--- config.mk ---
export PLATFORM = sky130hd
export DESIGN_NAME = sm_addsub_pipe
export DESIGN_NICKNAME = d
export VERILOG_FILES = /design/src/rtl/sm_addsub_pkg.sv /design/src/rtl/sm_addsub_lane.sv /design/src/rtl/sm_addsub_pipe.sv
export SDC_FILE = /design/constraint.sdc
export NUM_CORES = 1
export LEC_CHECK = 0
export ABC_AREA = 1
export BUFFER_PORTS_ARGS = -buffer_cell sky130_fd_sc_hd__buf_2
export CAP_MARGIN = 20
export CELL_PAD_IN_SITES_DETAIL_PLACEMENT = 1
export CELL_PAD_IN_SITES_GLOBAL_PLACEMENT = 2
export CORE_MARGIN = 2
export CORE_UTILIZATION = 30
export DETAILED_ROUTE_END_ITERATION = 7
export GPL_ROUTABILITY_DRIVEN = 0
export PLACE_DENSITY_LB_ADDON = 0.1
export SLEW_MARGIN = 20
export SYNTH_ARGS = -nofsm -noshare
export SYNTH_HDL_FRONTEND = slang
export SYNTH_SLANG_ARGS = --single-unit
--- constraint.sdc ---
create_clock -name clk -period 6.4 [get_ports clk]
set_input_delay 0.64 -clock clk [delete_from_list [all_inputs] [get_ports clk]]
set_output_delay 0.64 -clock clk [all_outputs]
set_load 0.01 [all_outputs]
--- src/rtl/sm_addsub_pkg.sv ---
// Shared widths, op encoding and sign helpers for the sign-magnitude add/sub pipe.
package sm_addsub_pkg;

    localparam logic OP_SUB = 1'b0;
    localparam logic OP_ADD = 1'b1;

    function automatic int word_w(input int xlen);
        return 2 * xlen;
    endfunction

    function automatic int mag_w(input int xlen);
        return 2 * xlen - 1;
    endfunction

    // A zero magnitude always carries a positive sign, so -0 never propagates.
    function automatic logic norm_sign(input logic sign, input logic mag_nz);
        return sign & mag_nz;
    endfunction

endpackage

--- src/rtl/sm_addsub_lane.sv ---
// One sign-magnitude add/sub lane: S1 orders operands and decides the sign, S2 adds/subtracts and saturates.
module sm_addsub_lane
    import sm_addsub_pkg::*;
#(
    parameter int XLEN_PIXEL = 8,
    localparam int W = word_w(XLEN_PIXEL),
    localparam int M = mag_w(XLEN_PIXEL)
) (
    input  logic         clk,
    input  logic         rst_n,
    input  logic         s1_en,
    input  logic         s2_en,
    input  logic         op,
    input  logic [W-1:0] a,
    input  logic [W-1:0] b,
    output logic [W-1:0] out,
    output logic         ovf
);

    logic [M-1:0] a_mag, b_mag;
    logic         a_sgn, b_sgn, a_ge;

    assign a_mag = a[M-1:0];
    assign b_mag = b[M-1:0];
    assign a_sgn = norm_sign(a[W-1], |a_mag);
    assign b_sgn = norm_sign(b[W-1], |b_mag) ^ (op == OP_SUB);
    assign a_ge  = (a_mag >= b_mag);

    logic         s1_same, s1_sgn;
    logic [M-1:0] s1_big, s1_small;

    always_ff @(posedge clk or negedge rst_n) begin
        if (!rst_n) begin
            s1_same  <= 1'b0;
            s1_sgn   <= 1'b0;
            s1_big   <= '0;
            s1_small <= '0;
        end else if (s1_en) begin
            s1_same  <= (a_sgn == b_sgn);
            s1_sgn   <= a_ge ? a_sgn : b_sgn;
            s1_big   <= a_ge ? a_mag : b_mag;
            s1_small <= a_ge ? b_mag : a_mag;
        end
    end

    logic [M:0]   sum;
    logic [M-1:0] diff, mag;
    logic         sat;

    // Operands are ordered in S1, so the difference never underflows.
    assign sum  = {1'b0, s1_big} + {1'b0, s1_small};
    assign diff = s1_big - s1_small;
    assign sat  = s1_same & sum[M];

    always_comb begin
        mag = diff;
        if (s1_same) mag = sat ? '1 : sum[M-1:0];
    end

    always_ff @(posedge clk or negedge rst_n) begin
        if (!rst_n) begin
            out <= '0;
            ovf <= 1'b0;
        end else if (s2_en) begin
            out <= {norm_sign(s1_sgn, |mag), mag};
            ovf <= sat;
        end
    end

endmodule

--- src/rtl/sm_addsub_pipe.sv ---
// Multi-lane two-stage sign-magnitude add/sub pipeline with valid/ready flow control and overflow counter.
module sm_addsub_pipe
    import sm_addsub_pkg::*;
#(
    parameter int XLEN_PIXEL = 8,
    parameter int LANES      = 4,
    parameter int CNT_W      = 16,
    localparam int W = word_w(XLEN_PIXEL)
) (
    input  logic               clk,
    input  logic               rst_n,
    input  logic               in_valid,
    output logic               in_ready,
    input  logic               op,
    input  logic [LANES*W-1:0] a,
    input  logic [LANES*W-1:0] b,
    output logic               out_valid,
    input  logic               out_ready,
    output logic [LANES*W-1:0] out,
    output logic [LANES-1:0]   ovf,
    output logic [CNT_W-1:0]   ovf_cnt,
    input  logic               cnt_clr
);

    logic [2:1] vld_pipe;
    logic [2:1] rdy;
    logic       s1_en, s2_en, out_fire;

    assign rdy[2]    = !vld_pipe[2] | out_ready;
    assign rdy[1]    = !vld_pipe[1] | rdy[2];
    assign in_ready  = rdy[1];
    assign s1_en     = in_valid & rdy[1];
    assign s2_en     = vld_pipe[1] & rdy[2];
    assign out_valid = vld_pipe[2];
    assign out_fire  = vld_pipe[2] & out_ready;

    always_ff @(posedge clk or negedge rst_n) begin
        if (!rst_n) begin
            vld_pipe <= '0;
        end else begin
            if (rdy[1]) vld_pipe[1] <= in_valid;
            if (rdy[2]) vld_pipe[2] <= vld_pipe[1];
        end
    end

    for (genvar i = 0; i < LANES; i++) begin : g_lane
        sm_addsub_lane #(.XLEN_PIXEL(XLEN_PIXEL)) u_lane (
            .clk   (clk),
            .rst_n (rst_n),
            .s1_en (s1_en),
            .s2_en (s2_en),
            .op    (op),
            .a     (a[i*W +: W]),
            .b     (b[i*W +: W]),
            .out   (out[i*W +: W]),
            .ovf   (ovf[i])
        );
    end

    // Clear beats a same-edge increment; the count sticks at all-ones.
    always_ff @(posedge clk or negedge rst_n) begin
        if (!rst_n)                                     ovf_cnt <= '0;
        else if (cnt_clr)                               ovf_cnt <= '0;
        else if (out_fire && (|ovf) && (ovf_cnt != '1)) ovf_cnt <= ovf_cnt + 1'b1;
    end

endmodule

After elaboration in Yosys (flattened, before gate mapping)
Cells that the tools add are included.
W data, S select, Z words.

storage, ports and cells
  logic and storage cells = 111
  input bits = 134
  bits in registers = 214
  output and inout bits = 86

operators by class
  magnitude comparators = 4
  add/sub/neg operators = 9
  equality and inequality tests = 5
  reduce and logical (&&, ||, !) cells = 18
  bitwise operators = 26
  multiplexer cells = 22

operator list
  cell                     number
  $mux W15                 16
  $reduce_or A15 Y1        12
  $add A15 B15 Y16         4
  $ge A15 B15 Y1           4
  $sub A15 B15 Y15         4
  $mux W16                 2
  $and A1 B1 Y1            19
  $add A16 B1 Y16 const B  1
  $ne A16 B16 Y1 const B   1
  $eq A1 B1 Y1             4
  $mux W1                  4
  $reduce_or A4 Y1         1
  $xor A1 B1 Y1            4
  $logic_and A1 B1 Y1      2
  $logic_not A1 Y1         2
  $or A1 B1 Y1             2
  $reduce_bool A2 Y1       1
  $not A1 Y1               1

Logic depth before layout (Yosys ltp)
  depth in word-level cells = 6
  mapped depth = 20
  gate-level depth less buffers = 19

By module
Synthesis repeated with hierarchy kept, for this count alone.

second synthesis, totals
  cells, all modules = 3008
  area, all modules = 19765.2 sq um

modules (own cells, without submodules)
  module                             instances  seq. area each (sq um)  cells an instance  area each (sq um)
  sm_addsub_lane (g_lane[0].u_lane)  1          1226.2                  718                4732.0
  sm_addsub_lane (g_lane[3].u_lane)  1          1226.2                  702                4655.7
  sm_addsub_lane (g_lane[1].u_lane)  1          1226.2                  715                4634.4
  sm_addsub_lane (g_lane[2].u_lane)  1          1226.2                  713                4618.2
  sm_addsub_pipe                     1          450.4                   160                1124.8

Worst setup path before layout
No wires, ideal clock.

  path type = input to register
  start point = input port b[62]
  end point = register g_lane[3].u_lane.s1_small[10]
  stages on the path = 9
  setup time = 132 ps
  setup slack = 4148 ps
  arrival = 2119 ps
  data required time = 6268 ps
  path buffers = 1
  cells stage by stage = inv_1 ha_1 nand3_1 or4_1 nand3_1 inv_1 clkbuf_1 nor2_1 o22ai_1

on the way
  longest elaborated chain between the ends = 2

RTL lines
  element               RTL line              text
  start, declared       sm_addsub_pipe.sv:16  input logic [LANES*W-1:0] b,
  $ge A15 B15 Y1        sm_addsub_lane.sv:27  assign a_ge = (a_mag >= b_mag);
  $mux W15              sm_addsub_lane.sv:42  s1_small <= a_ge ? b_mag : a_mag;
  end signal, assigned  sm_addsub_lane.sv:42
  end, declared         sm_addsub_lane.sv:30  logic [M-1:0] s1_big, s1_small;

No other way between the ends.
A chain may end at the register's enable or synchronous reset.

Final worst setup path
  start point = register g_lane[3].u_lane.s1_small[10]
  end point = register g_lane[3].u_lane.out[15]

on the way
  longest elaborated chain between the ends = 6
  elaborated cells between the ends (all ways) = 7
  those cells by class = add/sub: 2; mux: 2; bitwise: 2; reduce/logical: 1

RTL lines
  element               RTL line              text
  $add A15 B15 Y16      sm_addsub_lane.sv:51  assign sum = {1'b0, s1_big} + {1'b0, s1_small};
  $and A1 B1 Y1         sm_addsub_lane.sv:53  assign sat = s1_same & sum[M];
  $mux W15              sm_addsub_lane.sv:57  if (s1_same) mag = sat ? '1 : sum[M-1:0];
  $mux W15 *            sm_addsub_lane.sv:57
  $reduce_or A15 Y1 *   sm_addsub_lane.sv:65  out <= {norm_sign(s1_sgn, |mag), mag};
  $and A1 B1 Y1 *       sm_addsub_pkg.sv:17   return sign & mag_nz;
  end signal, assigned  sm_addsub_lane.sv:65
  end, declared         sm_addsub_lane.sv:16  output logic [W-1:0] out,

Every way passes the cells marked *; elsewhere a longest branch is shown, timed or not.

==> flow_summary.json <==
{
  "clock_latency_ns": 0.58,
  "area_growth_pct": 14.37,
  "dr_total_vias": 18780,
  "num_io_pins": 220,
  "dieWidth_um": 252.2,
  "p_seq_frac": 0.263,
  "yosysTopAreaCell": "dfrtp_1",
  "synth-edff-count": 0,
  "synth.top_cells.by_area": "dfrtp_1 (29%), nand2_1 (14%), ha_1 (12%)",
  "cp.arrival_ns": 3.47,
  "cts.sinks": 214,
  "path_max_fanout": 12,
  "start_util": 0.3051,
  "start_kind": "flip-flop",
  "clock.fmax_mhz": 333.9,
  "yosysSeqAreaShare": 0.2897,
  "finalCriticalPeriod_ns": 2.995,
  "cts_tree": "done",
  "cts_buffer_depth": 3,
  "crit_start": "g_lane[3].u_lane.s1_small[10]",
  "cts_buffers": 28,
  "core_area_um2": 60580,
  "ir_worst_vdd_v": 0.0001763,
  "synth_top_area_frac": 0.2897,
  "hold_viol": 0,
  "clkPwrFrac": 0.212,
  "period_share": 0.4679,
  "combinationalPowerShare": 0.525,
  "ys_types": 51,
  "power.density_nw_per_um2": 363.9,
  "max-cap-violations": 0,
  "io_buffers": 219,
  "swShare": 0.4765,
  "drive_above_1_share": 0.1108,
  "cts_setup_buffers": 0,
  "grt_start_max_net_pins": 110,
  "fp.dieH_um": 252.2,
  "wirelength_mm": 68.00,
  "timing.setup.tns_ns": 0,
  "antenna_found_initial": 0,
  "cell_internal_pwr_uw": 4027,
  "grt_pass1_vias": 19910,
  "p_leak_uw": 0.01118,
  "final-setup-viol-count": 0,
  "synth_nets": 3126,
  "synth_area_per_cell_um2": 6.585,
  "hpwl_mm": 54.80,
  "worstSetupEndpointType": "flip-flop",
  "switchingPower_uw": 3665,
  "htree_levels": 1,
  "status": "finished clean",
  "ys.flop_type": "dfrtp_1",
  "cts_resized": 0,
  "async_flop_share": 1.000,
  "ys_ff_latch": 214,
  "relSlewSlack": 0.2884,
  "clk_pin_slew_ns": 0.06,
  "cts-hold-fix-buffers": 0,
  "die_area_um2": 63620,
  "wl_per_cell_um": 18.09,
  "report.power.total_uw": 7693,
  "dr.pass1.iters": 5,
  "grt-ovfl-total": 0,
  "track_usage": 0.2142,
  "reg2reg_from": "g_lane[3].u_lane.s1_small[10]",
  "ant_nets": 0,
  "drt_iter0_drc": 744,
  "grt_pass1_wl_mm": 109.8,
  "nets": 3276,
  "cts-root-buf": "clkbuf_16",
  "route.detailed.drc": 0,
  "syn_inst": 2807,
  "synth_area_um2": 18490,
  "viasPerCell": 4.996,
  "worstMarginPinSlew_ns": 1.066,
  "worst_ep_required_time_ns": 6.88,
  "diodes": 0,
  "skew_ns": 0.01478,
  "row_count": 90,
  "worstSetupPathType": "reg2reg",
  "synth_warnings": 0,
  "hp-class": "in2async",
  "rsz0062_at_grt": "no",
  "finalMaxSlewViolations": 0
}
[sequential cells by signal, indices dropped and copies added (netlist names)]
register	flops
g_lane.u_lane.out	64
g_lane.u_lane.ovf	4
g_lane.u_lane.s1_big	60
g_lane.u_lane.s1_same	4
g_lane.u_lane.s1_sgn	4
g_lane.u_lane.s1_small	60
ovf_cnt	16
vld_pipe	2
[cell type report]
| type | count | area, µm² |
|---|---|---|
| multi-input combinational | 2099 | 11200 |
| clock inverter | 6 | 57.56 |
| inverter | 384 | 1443 |
| fill | 7816 | 39440 |
| clock buffer | 44 | 902.1 |
| tap | 782 | 978.4 |
| timing repair buffer | 230 | 1209 |
| sequential | 214 | 5355 |
[per-stage QoR]
| step | instances | area, µm² | worst slack, ns | hold slack (ns) | util |
|---|---|---|---|---|---|
| 2_1_floorplan | 2807 | 18490 | 4.148 | 0.3444 | - |
| 3_3_place_gp | 3708 | 20150 | 3.031 | 0.4620 | 0.3327 |
| 3_5_place_dp | 3708 | 20150 | 2.959 | 0.4602 | 0.3327 |
| 4_1_cts | 3758 | 21110 | 3.334 | 0.1366 | 0.3485 |
| 5_1_grt | 3759 | 21140 | 3.111 | 0.1495 | 0.3490 |
| 6_report | 3759 | 21140 | 3.405 | 0.09402 | 0.3490 |
[worst max-delay path, stage by stage (launching register included)]
cell,delay [ns]
dfrtp_1,0.36
inv_1,0.08
ha_1,0.57
inv_1,0.17
a21oi_1,0.23
nand2_1,0.17
a21oi_4,0.24
nand2_2,0.15
nor2_2,0.17
nand3_1,0.13
nand2_1,0.19
nand3_1,0.10
nor2_1,0.11
nand3_1,0.08
nand2_1,0.06
nand2_1,0.05
[cell families (layout without fill, tap and decap cells)]
group,Yosys count,after routing,synth area share
AOI/OAI and AO/OA,579,579,0.1657
xor gates and xnor gates,24,24,0.01137
adders and majority gates,185,185,0.1285
buffers and inverters,494,664,0.1054
DFF,214,214,0.2897
and+or+nand+nor,1311,1311,0.2994
[cells in the final DEF, fill, tap and decap left out, drive strengths merged, types with 2 or more instances in the layout]
cell | synthesis | layout
nor3 | 36 | 36
a21oi | 223 | 223
buf | 49 | 230
nand2 | 728 | 728
a21boi | 3 | 3
nor2 | 249 | 249
dfrtp | 214 | 214
o211ai | 4 | 4
o21a | 2 | 2
o21ai | 288 | 288
and3 | 2 | 2
or2 | 5 | 5
o21bai | 16 | 16
nor4 | 25 | 25
nor3b | 2 | 2
nand3 | 213 | 213
clkbuf | 61 | 44
o22ai | 16 | 16
ha | 177 | 177
fa | 8 | 8
inv | 383 | 382
nand4 | 39 | 39
xor2 | 23 | 23
clkinv | 1 | 6
nand3b | 6 | 6
a31oi | 23 | 23
and2 | 4 | 4
[routing by layer]
layer | part of all wire | vias up | GRT usage
li1 | - | 9465 | -
met1 | 0.48 | 9020 | 0.2899
met2 | 0.47 | 236 | 0.3713
met3 | 0.028 | 59 | 0.02132
met4 | 0.015 | 0 | 0.04074
met5 | 0 | - | 0
[cell usage after synthesis (all sizes together) (5+ instances only)]
cell type  count
nand2        728
inv          383
o21ai        288
nor2         249
a21oi        223
dfrtp        214
nand3        213
ha           177
clkbuf        61
buf           49
nand4         39
nor3          36
nor4          25
a31oi         23
xor2          23
o21bai        16
o22ai         16
fa             8
nand3b         6
or2            5
[power groups by stage]
stage          clock network [µW]  registers [µW]  logic (µW)
2_1_floorplan                   0            2030        2680
3_3_place_gp                    0            2030        4010
3_5_place_dp                    0            2050        4060
4_1_cts                      1700            2030        4090
5_1_grt                      1750            2080        4630
6_report                     1630            2020        4040
[path summary, 6_finish.rpt]
path                                              endpoint  slack, ns  depth (start not counted)
worst min register to register     g_lane[3].u_lane.out[8]       0.47                          2
min in group clk                g_lane[1].u_lane.s1_big[7]       0.33                          3
worst max register to register    g_lane[3].u_lane.out[15]       3.41                         15
worst max-delay path              g_lane[3].u_lane.out[15]       3.41                         15
max in group asynchronous       g_lane[2].u_lane.s1_big[0]       4.73                          2
worst min-delay path               g_lane[3].u_lane.out[8]       0.09                          1
Note: power is estimated with default switching activity, not from simulation.
